File: src/rtl/freq_gen.sv
// +----------------------------------------------------------------------------+
// | Module   : freq_gen                                                        |
// | Purpose  : Programmable 50% duty square-wave generator, period = 2*H clks. |
// |            New H values are applied glitch-free at the 1->0 boundary.      |
// | Options  : FREQ_GEN_BURST_EN adds burst_len/burst_done and a DONE state.   |
// | Revision : 1.0  initial release                                            |
// +----------------------------------------------------------------------------+
`default_nettype none

module freq_gen #(
  parameter int DIV_W    = 24,
  parameter int DEF_HALF = 50
) (
  input  logic             clk,
  input  logic             rst_n,
  input  logic             en,
  input  logic             load,
  input  logic [DIV_W-1:0] half_period,
`ifdef FREQ_GEN_BURST_EN
  input  logic [15:0]      burst_len,
  output logic             burst_done,
`endif
  output logic             load_ack,
  output logic             signal,
  output logic             running
);

  localparam logic [DIV_W-1:0] c_ONE      = {{(DIV_W-1){1'b0}}, 1'b1};
  localparam logic [DIV_W-1:0] c_DEF_HALF = DIV_W'(DEF_HALF);

`ifdef FREQ_GEN_BURST_EN
  typedef enum logic [1:0] {S_IDLE = 2'd0, S_RUN = 2'd1, S_DONE = 2'd2} state_t;
`else
  typedef enum logic [1:0] {S_IDLE = 2'd0, S_RUN = 2'd1} state_t;
`endif

  state_t           r_state;
  logic [DIV_W-1:0] r_cnt;
  logic [DIV_W-1:0] r_active;
  logic [DIV_W-1:0] r_pend;
  logic             r_pend_v;
  logic             r_signal;
  logic             r_load_ack;
  logic             r_running;
`ifdef FREQ_GEN_BURST_EN
  logic [15:0]      r_burst_len;
  logic [15:0]      r_burst_cnt;
  logic             r_burst_done;
  logic             w_last_period;
`endif

  logic [DIV_W-1:0] w_half_clamp;
  logic [DIV_W-1:0] w_clamp_m1;
  logic [DIV_W-1:0] w_active_m1;
  logic [DIV_W-1:0] w_pend_m1;

  // A requested half-period of zero would never toggle; treat it as one.
  assign w_half_clamp = (half_period == '0) ? c_ONE : half_period;
  assign w_clamp_m1   = w_half_clamp - c_ONE;
  assign w_active_m1  = r_active - c_ONE;
  assign w_pend_m1    = r_pend - c_ONE;

`ifdef FREQ_GEN_BURST_EN
  assign w_last_period = (r_burst_len != 16'd0) &&
                         (r_burst_cnt == (r_burst_len - 16'd1));
`endif

  always_ff @(posedge clk or negedge rst_n) begin
    if (!rst_n) begin
      r_state      <= S_IDLE;
      r_cnt        <= '0;
      r_active     <= c_DEF_HALF;
      r_pend       <= '0;
      r_pend_v     <= 1'b0;
      r_signal     <= 1'b0;
      r_load_ack   <= 1'b0;
      r_running    <= 1'b0;
`ifdef FREQ_GEN_BURST_EN
      r_burst_len  <= '0;
      r_burst_cnt  <= '0;
      r_burst_done <= 1'b0;
`endif
    end else begin
      r_load_ack <= 1'b0;
      case (r_state)
        S_IDLE: begin
          r_signal <= 1'b0;
          r_cnt    <= '0;
          if (load) begin
            r_active   <= w_half_clamp;
            r_load_ack <= 1'b1;
          end
          if (en) begin
            r_state   <= S_RUN;
            r_running <= 1'b1;
            r_cnt     <= load ? w_clamp_m1 : w_active_m1;
`ifdef FREQ_GEN_BURST_EN
            r_burst_len <= burst_len;
            r_burst_cnt <= '0;
`endif
          end
        end

        S_RUN: begin
          if (!en) begin
            r_state   <= S_IDLE;
            r_running <= 1'b0;
            r_signal  <= 1'b0;
            r_cnt     <= '0;
            r_pend_v  <= 1'b0;
            if (load) begin
              r_active   <= w_half_clamp;
              r_load_ack <= 1'b1;
            end else if (r_pend_v) begin
              r_active   <= r_pend;
              r_load_ack <= 1'b1;
            end
          end else begin
            if (load) begin
              r_pend   <= w_half_clamp;
              r_pend_v <= 1'b1;
            end
            if (r_cnt != '0) begin
              r_cnt <= r_cnt - c_ONE;
            end else begin
              r_signal <= ~r_signal;
              // Only the falling toggle is a period boundary for new H values.
              if (r_signal && r_pend_v) begin
                r_active   <= r_pend;
                r_cnt      <= w_pend_m1;
                r_load_ack <= 1'b1;
                if (!load) begin
                  r_pend_v <= 1'b0;
                end
              end else begin
                r_cnt <= w_active_m1;
              end
`ifdef FREQ_GEN_BURST_EN
              if (r_signal) begin
                r_burst_cnt <= r_burst_cnt + 16'd1;
                if (w_last_period) begin
                  r_state      <= S_DONE;
                  r_running    <= 1'b0;
                  r_burst_done <= 1'b1;
                  r_cnt        <= '0;
                end
              end
`endif
            end
          end
        end

`ifdef FREQ_GEN_BURST_EN
        S_DONE: begin
          r_signal <= 1'b0;
          r_cnt    <= '0;
          if (load) begin
            r_active   <= w_half_clamp;
            r_load_ack <= 1'b1;
            r_pend_v   <= 1'b0;
          end else if (r_pend_v) begin
            r_active   <= r_pend;
            r_load_ack <= 1'b1;
            r_pend_v   <= 1'b0;
          end
          if (!en) begin
            r_state      <= S_IDLE;
            r_burst_done <= 1'b0;
          end
        end
`endif

        default: begin
          r_state   <= S_IDLE;
          r_signal  <= 1'b0;
          r_running <= 1'b0;
          r_cnt     <= '0;
        end
      endcase
    end
  end

  assign signal   = r_signal;
  assign load_ack = r_load_ack;
  assign running  = r_running;
`ifdef FREQ_GEN_BURST_EN
  assign burst_done = r_burst_done;
`endif

endmodule

`default_nettype wire

File: config.mk
export PLATFORM = sky130hd
export DESIGN_NAME = freq_gen
export DESIGN_NICKNAME = d
export VERILOG_FILES = /design/src/rtl/freq_gen.sv
export SDC_FILE = /design/constraint.sdc
export NUM_CORES = 1
export LEC_CHECK = 0
export ABC_CLOCK_PERIOD_IN_PS = 4900
export BUFFER_PORTS_ARGS = -buffer_cell sky130_fd_sc_hd__clkbuf_2
export CORE_UTILIZATION = 55
export CTS_CLUSTER_SIZE = 8
export DETAILED_ROUTE_END_ITERATION = 10
export PLACE_DENSITY = 0.73
export SLEW_MARGIN = 40
export SYNTH_ARGS = -nofsm -noshare
export SYNTH_HDL_FRONTEND = slang
export SYNTH_SLANG_ARGS = --single-unit
File: constraint.sdc
create_clock -name clk -period 4.9 [get_ports clk]
set_clock_uncertainty 0.15 [all_clocks]
set_input_delay 0.49 -clock clk [delete_from_list [all_inputs] [get_ports clk]]
set_output_delay 0.49 -clock clk [all_outputs]
set_load 0.05 [all_outputs]
==> results.md, run 1 <==
- Status: complete, but fails checks
- Failing checks: negative hold slack
- Synthesis Warnings: 0
- Fill count: 912
- Synthesis-to-finish area growth: 8.125%
- Share of flip-flops with an asynchronous set or reset: 1.000
- Launching element type of the critical path: input port
- Clock period minus worst slack: 3.708 ns
- Initial core utilization: 0.5666
- Detailed placer's ending HPWL: 11910 µm
- Clock Path Buffers: 2
- Cell area after placement: 5778 µm²
- Clk_lat worst skew: 0.36 ns
- CTS tree: done
- Post-Synthesis Cells: 630
- PortBufs: 30
- #FFs+latches synth: 76
- Seq/Total Area, Yosys: 0.3457
- Fin nets: 678
- Multi-input logic area: 3467 µm²
- P per Cell Area: 313.0 nW/µm²
- Final cell utilization of the core: 0.6127
- Final period util: 0.7567
- Synth area leader: dfrtp_1
- Mapped cell area: 5513 µm²
- Final Hold Slack: -0.001886 ns
- Post-DR vias/cell: 6.366
- Vert. Die Dim: 102.1 µm
- Final wirelength: 15760 µm
- Root Driver: clkbuf_8
- Io pins: 31
- Chip width: 102.1 µm
- Post-synth top cells: dfrtp_1, nor2_1, nand2_1, a21oi_1, mux2i_1
- Maximum VDD drop: 0.0001810 V
- Crit path from: half_period[5]
- # diodes: 0
- Hold Vio Cnt, Final: 5
- RSZ-0062 raised after global routing: false
- Critical path data arrival time: 3.82 ns
- Clk slew on worst S/H paths: 0.08 ns
- Share of cells above drive strength 1: 0.1490
- Initial antenna violation count: 0
- DRC viols: 0
- Yosys top cell area share: 0.3314
- Post-CTS Hold Buffers: 0
- Final Total Pwr: 1.865 mW
- Crit end category: flop
- Post-synthesis cell type count: 61
- Cts repair resizes: 0
- Static Leak: 2.376 nW
- Fin Setup TNS: 0 ns
- Setup Buffers After CTS: 0
- Worst-path maximum fanout: 10
- Vias in the first global route: 4561
- 1st-iter DRT viols: 426
- Final setup fails: 0
- CTS Buf Count: 9
- # Max-Cap Violations: 0
- Min-Delay Path Class: input port to async pin
- Global Route Usage Sum: 0.3250
- Routed wire length per instance: 20.11 µm
- Area of the die: 10430 µm²
- ANT nets after route: 0
- Worst-Margin Slew: 0.8084 ns
- Pre-antenna DRT Iters: 5
- Worst reg2reg setup slack: 1.30 ns
- Cell Rows: 36
- Syn_area_per_cell: 8.750 µm²
- Count leader, synth: dfrtp_1
- Via count: 4991
- Largest net degree at the start of global routing: 77
- First-pass GRT wire length: 25010 µm
- GPL Wtd Cong: 0.9557
- Crit path required time: 5.01 ns
- Syn nets: 662
- Slew margin rel.: 0.4610
- Ys flop type: dfrtp_1
- Pins Over Slew Limit: 0
- R2r startpoint: r_cnt[0]$_DFF_PN0_
- Post-route cell area: 5961 µm²
- Post-synth EDFFs: 0
- Register area: 1906 µm²
- WS Path Type: input port to flop
- Total core area: 9729 µm²
- H-Tree Level Count: 3
- Sink Count: 76
- Synth area leaders: dfrtp_1, mux2i_1, xor2_1, mux2_2, xnor2_1
- GRT overflow: 0
- Fmax: 0.2697 GHz
## flip-flops by register name, indices dropped and copies added, names as in the netlist
name	flops
load_ack	1
r_active	24
r_cnt	24
r_pend	24
r_pend_v	1
running	1
signal	1
## worst paths after layout
path                                                to  depth (start not counted)
worst max-delay path               r_cnt[18]$_DFF_PN0_                         13
worst min-delay path             r_pend[0]$_DFFE_PN0P_                          1
worst max register to register     r_cnt[11]$_DFF_PN0_                          8
worst min register to register  r_pend[11]$_DFFE_PN0P_                          1
max in group asynchronous       r_pend[17]$_DFFE_PN0P_                          1
min in group clk                   running$_DFFE_PN0P_                          1
## cell usage in the layout (no fill, tap or decap), types with 10 or more instances in the layout
cell / netlist / routed
inv_1: 12 / 12
nor2_1: 62 / 62
or4_1: 10 / 10
nand2_1: 45 / 44
nor4_1: 26 / 25
clkbuf_8: 0 / 12
clkbuf_2: 0 / 29
nor3_1: 28 / 28
a21oi_1: 40 / 40
or3_1: 13 / 13
nand3_1: 19 / 19
o21ai_0: 27 / 27
xnor2_1: 30 / 30
mux2i_1: 38 / 38
xor2_1: 36 / 36
o211ai_1: 10 / 10
mux2_2: 25 / 25
dfrtp_1: 73 / 73
## through the flow
stage | setup slack (ns) | std cells
CTS | 1.242 | 784
floorplan | 1.112 | 630
finish | 1.192 | 784
global placement | 0.9444 | 768
global route | 0.9637 | 784
detailed placement | 0.8564 | 768
## metal layers
| layer | track usage | wire, µm |
|---|---|---|
| met5 | 0 | 0 |
| met4 | 0.09890 | 211 |
| met3 | 0.07045 | 1192 |
| met2 | 0.4600 | 6712 |
| met1 | 0.4920 | 7648 |
## worst max-delay path, stage by stage
cell      delay [ns]
clkbuf_2        0.20
nor4_1          0.11
nand4_1         0.25
nor2_1          0.13
a31oi_1         0.36
ha_1            0.28
or4b_1          0.44
buf_4           0.18
or3_1           0.35
or4_1           0.44
xnor2_1         0.15
a221o_1         0.29
a21o_1          0.15
## cell families (layout without fill, tap and decap cells)
family / after synthesis / after routing / synth area share
buf+inv: 42 / 63 / 0.02928
simple gates: 248 / 248 / 0.2419
compound gates: 131 / 131 / 0.1491
fa+ha+maj: 4 / 4 / 0.009079
mux: 63 / 63 / 0.1201
xor+xnor: 66 / 66 / 0.1049
flops: 76 / 76 / 0.3457
## final cells by class
cell class	count	share of cell area
inverters	12	0.007557
multi-input cells	512	0.5817
well taps	133	0.02792
repair buffers	35	0.03254
clock buffers	14	0.02897
clock inverters	2	0.001679
flip-flops and latches	76	0.3197
## where the power goes
group	switching [mW]	total [mW]	internal [mW]
logic	0.302	0.527	0.225
clock network	0.228	0.453	0.224
registers	0.155	0.886	0.731
(Power assumes the default switching activity.)
==> run 2, diff against run 1 <==
Settings changed: ABC_CLOCK_PERIOD_IN_PS 4900 to 3800.
Clock period 4.9 ns to 3.8 ns, I/O delays scaled along.
==> results.md, run 2 (synthesis gave the netlist of run 1 again) <==
- Status: finished, final reports clean
- GPL Wtd Cong: 0.9746
- Setup Buffers After CTS: 0
- Vert. Die Dim: 102.1 µm
- Post-DR vias/cell: 6.472
- PortBufs: 30
- Slowest stage delay, CP: 0.47 ns
- Reg2reg end: r_cnt[18]$_DFF_PN0_
- Worst reg2reg setup slack: 0.95 ns
- Fmax: 0.3242 GHz
- Synthesis-to-finish area growth: 10.76%
- Fill count: 889
- Final period util: 0.8117
- Cells along the critical path: clkbuf_2 > nor4_1 > nand3_1 > nor2_1 > a31oi_1 > ha_1 > or4b_1 > or3_1 > or4_1 > xnor2_1 > a221o_1 > a21o_1
- Min-Delay Path Class: input port to flop
- Sw frac: 0.3597
- Multi-input logic area: 3457 µm²
- P per Cell Area: 417.1 nW/µm²
- Initial core utilization: 0.5666
- Worst path slowest cell: or4b_1
- Worst Path Buf+Inv: 1
- Crit path required time: 3.91 ns
- Most frequent cells in the layout: dfrtp_1, nor2_1, nand2_1, a21oi_1, mux2i_1
- Total core area: 9729 µm²
- GRT overflow: 0
- Slew margin rel.: 0.5373
- Top flop regs: r_active: 24 flops, r_cnt: 24 flops, r_pend: 24 flops
- ANT nets after route: 0
- First-pass GRT wire length: 26160 µm
- Cell Rows: 36
- Root Driver: clkbuf_8
- Detailed placer's ending HPWL: 12300 µm
- Largest net degree at the start of global routing: 77
- Fin nets: 691
- Top Family by Delay on Critical Path: simple AND/OR/NAND/NOR gates
- Critical path data arrival time: 3.19 ns
- Crit end category: flop
- Routed wire length per instance: 20.69 µm
- Initial antenna violation count: 0
- Internal power: 1.631 mW
- Global Route Usage Sum: 0.3366
- Hold Vio Cnt, Final: 0
- CTS tree: done
- Final setup fails: 0
- Share of cells above drive strength 1: 0.1672
- Sink Count: 76
- Final Hold Slack: 0.08151 ns
- # diodes: 0
- RSZ-0062 raised after global routing: false
- Via count: 5158
- CP Depth: 12
- WS Path Type: input port to flop
- Reg2Reg Depth: 6
- Vias in the first global route: 4798
- Pre-antenna DRT Iters: 7
- # Max-Cap Violations: 0
- Area of the die: 10430 µm²
- Pins Over Slew Limit: 0
- Maximum VDD drop: 0.0003192 V
- R2r startpoint: r_cnt[8]$_DFF_PN0_
- Crit path from: half_period[16]
- Clock Path Buffers: 2
- DRC viols: 0
- Commonest non-fill, non-tap cell in the layout: dfrtp_1
- Clk slew on worst S/H paths: 0.09 ns
- H-Tree Level Count: 3
- Worst-Margin Slew: 0.6915 ns
- Launching element type of the critical path: input port
- Comb pwr share: 0.270
- 1st-iter DRT viols: 486
- Io pins: 31
- Net switching power: 916.3 µW
- Clk_lat worst skew: 0.36 ns
- Static Leak: 2.457 nW
- Fin Setup TNS: 0 ns
- Worst setup path end: r_cnt[18]$_DFF_PN0_
- Worst-path maximum fanout: 7
- Reg power frac: 0.454
- Clock power frac: 0.277
- Clock period minus worst slack: 3.084 ns
- Chip width: 102.1 µm
- Final cell utilization of the core: 0.6276
- Final wirelength: 16490 µm
- Register area: 1906 µm²
- CTS Buf Count: 9
run 2: cell types whose count changed in the layout (fill, tap and decap cells not counted), sizes merged:
| cell | delta |
|---|---|
| buf | +12 |
| bufinv | +2 |
| clkbuf | -4 |
| clkinv | +2 |
| dlygate4sd3 | +1 |
run 2: worst min-delay path by stage:
stage | start | to | slack, ns | cells after the start
after global routing | en | running$_DFFE_PN0P_ | 0.07 | 1
after CTS | en | running$_DFFE_PN0P_ | 0.07 | 1
after detailed placement | rst_n | r_pend[6]$_DFFE_PN0P_ | 0.31 | 1
after global placement | r_pend[11]$_DFFE_PN0P_ | r_pend[11]$_DFFE_PN0P_ | 0.34 | 1
final | en | running$_DFFE_PN0P_ | 0.08 | 1
after floorplan | rst_n | load_ack$_DFF_PN0_ | -0.07 | 0
run 2: power by group through the flow:
stage          combinational [mW]  sequential [mW]  clock, mW
6_report                    0.687             1.16      0.705
3_5_place_dp                0.671             1.16          0
3_3_place_gp                0.655             1.15          0
4_1_cts                     0.678             1.14      0.718
5_1_grt                     0.752             1.17      0.746
2_1_floorplan               0.498             1.09          0
run 2: what timing repair did:
action / 4_1_cts / 5_1_grt
hold buffers: 1 / 0
resized for setup: 0 / 0
endpoints found under the hold margin: 73 / 0
run 2: routing by layer:
layer,share of wire,track usage
met1,0.45,0.4963
met2,0.44,0.5049
met3,0.088,0.05814
met4,0.021,0.1000
met5,0,0
run 2: cell type report:
cell class                 count  area share
clock buffer                  10     0.02254
sequential                    76      0.3121
multi-input combinational    512      0.5662
timing repair buffer          48     0.05020
clock inverter                 6     0.01434
tap                          133     0.02725
inverter                      12    0.007377
run 2: through the flow:
step           instance area [µm²]  power (mW)  setup slack, ns  cells
4_1_cts                       6098       2.536           0.7527    797
3_3_place_gp                  5859       1.801           0.4269    780
3_5_place_dp                  5863       1.827           0.3806    780
6_report                      6106       2.547           0.7156    797
5_1_grt                       6106       2.669           0.5694    797
2_1_floorplan                 5513       1.583           0.1225    630
run 2: worst reg2reg max path, cell delays in order (launching register included):
cell and delay, ns:
dfrtp_1 0.47, or4_4 0.61, or4_4 0.52, or3_1 0.39
a211oi_1 0.41, a221o_1 0.17, a21o_1 0.08
==> run 3, diff against run 2 <==
Settings changed: ABC_AREA set to 1, ABC_CLOCK_PERIOD_IN_PS 3800 to 2900.
Clock period 3.8 ns to 2.9 ns, I/O delays scaled along.
==> results.md, run 3 <==
- Seq/Total Area, Yosys: 0.3110
- Initial core utilization: 0.5652
- GPL Wtd Cong: 0.9452
- Vias in the first global route: 6040
- Clk_lat worst skew: 0.37 ns
- Post-synth top cells: nand2_1, nor2_1, nand3_1, inv_1, o21ai_0
- Final wirelength: 19820 µm
- Largest net degree at the start of global routing: 77
- Via count: 6573
- Syn_area_per_cell: 6.139 µm²
- Post-DR vias/cell: 5.628
- DRC viols: 0
- Worst-path maximum fanout: 19
- Vert. Die Dim: 107.5 µm
- ANT nets after route: 0
- Most used cell, CP: nand2_2
- P per Cell Area: 551.6 nW/µm²
- Clock Path Buffers: 2
- RSZ-0062 raised after global routing: false
- Worst Path Buf+Inv: 4
- Worst reg2reg setup slack: 0.61 ns
- R2r startpoint: r_cnt[0]$_DFF_PN0_
- Status: finished, final reports clean
- Hold depth: 1
- Hold Path Sink: running$_DFFE_PN0P_
- Static Leak: 3.327 nW
- Routed wire length per instance: 16.97 µm
- Cell Rows: 38
- Fmax: 0.4364 GHz
- # diodes: 0
- Min-delay src: en
- Reg2reg end: r_active[6]$_DFFE_PN0P_
- Clock period minus worst slack: 2.292 ns
- Cells along the critical path: inv_1 > ha_1 > nand2_2 > nor2_8 > nand2_4 > nor2_4 > nand3_4 > inv_4 > nor2_2 > clkinv_2 > nand2_2 > buf_4 > nand2_1 > o21ai_1
- Initial antenna violation count: 0
- H-Tree Level Count: 3
- GRT overflow: 0
- Total core area: 10840 µm²
- Launching element type of the critical path: flop
- Io pins: 31
- Global Route Usage Sum: 0.3692
- Final period util: 0.7902
- Syn nets: 1030
- Chip width: 107.5 µm
- Yosys top cell area share: 0.2981
- First-pass GRT wire length: 31820 µm
- Fin Setup TNS: 0 ns
- 1st-iter DRT viols: 592
- Most frequent cells in the layout: nand2_1, nor2_1, nand3_1, inv_1, o21ai_0
- # Max-Cap Violations: 0
- Sink Count: 76
- Synthesis Warnings: 0
- Final setup fails: 0
- #FFs+latches synth: 76
- WS Path Type: flop to flop
- Count leader, synth: nand2_1
- Hold Vio Cnt, Final: 0
- Synthesis-to-finish area growth: 8.801%
- Area of the die: 11570 µm²
- Critical path data arrival time: 2.44 ns
- CTS Buf Count: 9
- Crit path from: r_cnt[0]$_DFF_PN0_
- Final Total Pwr: 3.677 mW
- Cts repair resizes: 0
- Final Hold Slack: 0.02374 ns
- Post-Synthesis Cells: 998
- Pins Over Slew Limit: 0
- Final cell utilization of the core: 0.6150
- Share of cells above drive strength 1: 0.08268
- Maximum VDD drop: 0.0002709 V
- Clk slew on worst S/H paths: 0.09 ns
- Detailed placer's ending HPWL: 15290 µm
- Slew margin rel.: 0.4964
- Worst path slowest cell: dfrtp_1
- Fill count: 1122
- Synth area leader: dfrtp_1
- Min-Delay Path Class: input port to flop
- Ys flop type: dfrtp_1
- PortBufs: 30
- Slowest stage delay, CP: 0.36 ns
- Fin nets: 1055
- Top flop regs: r_active: 24 flops, r_cnt: 24 flops, r_pend: 24 flops
- Top Family by Delay on Critical Path: simple AND/OR/NAND/NOR gates
- Root Driver: clkbuf_8
- Post-synth EDFFs: 0
- Synth area leaders: dfrtp_1, nand2_1, nand3_1, nor2_1, o21ai_0
- Share of flip-flops with an asynchronous set or reset: 1.000
- Post-synthesis cell type count: 40
- Mapped cell area: 6127 µm²
- Worst-Margin Slew: 0.7554 ns
- Commonest non-fill, non-tap cell in the layout: nand2_1
- Crit end category: flop
- Reg2Reg Depth: 14
- CTS tree: done
- Crit path required time: 3.05 ns
- Pre-antenna DRT Iters: 5
[run 3: cell count changes after synthesis, sizes merged, moves of 37 or more]
cell,before,now
nand2,45,306
inv,12,113
nand3,20,115
nor2,62,145
o21ai,36,101
mux2i,38,1
[run 3: worst max-delay path by stage]
stage / cells after the start / endpoint
2_1_floorplan: 16 / r_cnt[16]$_DFF_PN0_
3_3_place_gp: 18 / r_cnt[16]$_DFF_PN0_
3_5_place_dp: 18 / r_cnt[16]$_DFF_PN0_
4_1_cts: 14 / r_active[6]$_DFFE_PN0P_
5_1_grt: 17 / r_cnt[22]$_DFF_PN0_
6_report: 14 / r_active[6]$_DFFE_PN0P_
[run 3: area by class of cell]
| class | count | area [µm²] | share of cell area |
|---|---|---|---|
| Multi-Input combinational cell | 776 | 3641 | 0.5462 |
| Sequential cell | 76 | 1906 | 0.2858 |
| Inverter | 115 | 435.4 | 0.06532 |
| Timing Repair Buffer | 45 | 284.0 | 0.04261 |
| Tap cell | 140 | 175.2 | 0.02628 |
| Clock buffer | 9 | 123.9 | 0.01858 |
| Clock inverter | 7 | 101.3 | 0.01520 |
[run 3: layer usage]
metal  part of all wire  global-route usage  up-vias  routed length (µm)
met5                  0                   0        -                   0
met4              0.040              0.1683        0                 789
met3              0.085             0.05206       57                1686
met2               0.43              0.5508      313                8430
met1               0.45              0.5267     2942                8911
li1                   -                   -     3261                   -
[run 3: what timing repair did]
action                    in CTS  in global routing
hold buffers                   1                  0
hold endpoints to repair      73                  0
setup buffers                  0                  0
[run 3: report_power, final]
part | leakage, nW | internal, mW | switching, mW | total, mW
Clock | 0.106 | 0.489 | 0.461 | 0.949
Combinational | 2.26 | 0.415 | 0.879 | 1.29
Sequential | 0.958 | 1.23 | 0.204 | 1.43
[run 3: cell families after synthesis]
family / share of synthesized area
buffers and inverters: 0.09536
AND/OR/NAND/NOR: 0.4135
adder cells (fa/ha/maj): 0.008169
AO/OA/AOI/OAI: 0.1217
XOR/XNOR: 0.04860
multiplexers: 0.001634
flip-flops: 0.3110
[run 3: through the flow]
step                worst slack (ns)  cell area [µm²]  cells
finish                        0.6084             6666   1168
global route                  0.3335             6666   1168
CTS                           0.5999             6666   1168
detailed placement            0.3247             6431   1151
global placement              0.3779             6427   1151
floorplan                     0.5940             6127    998
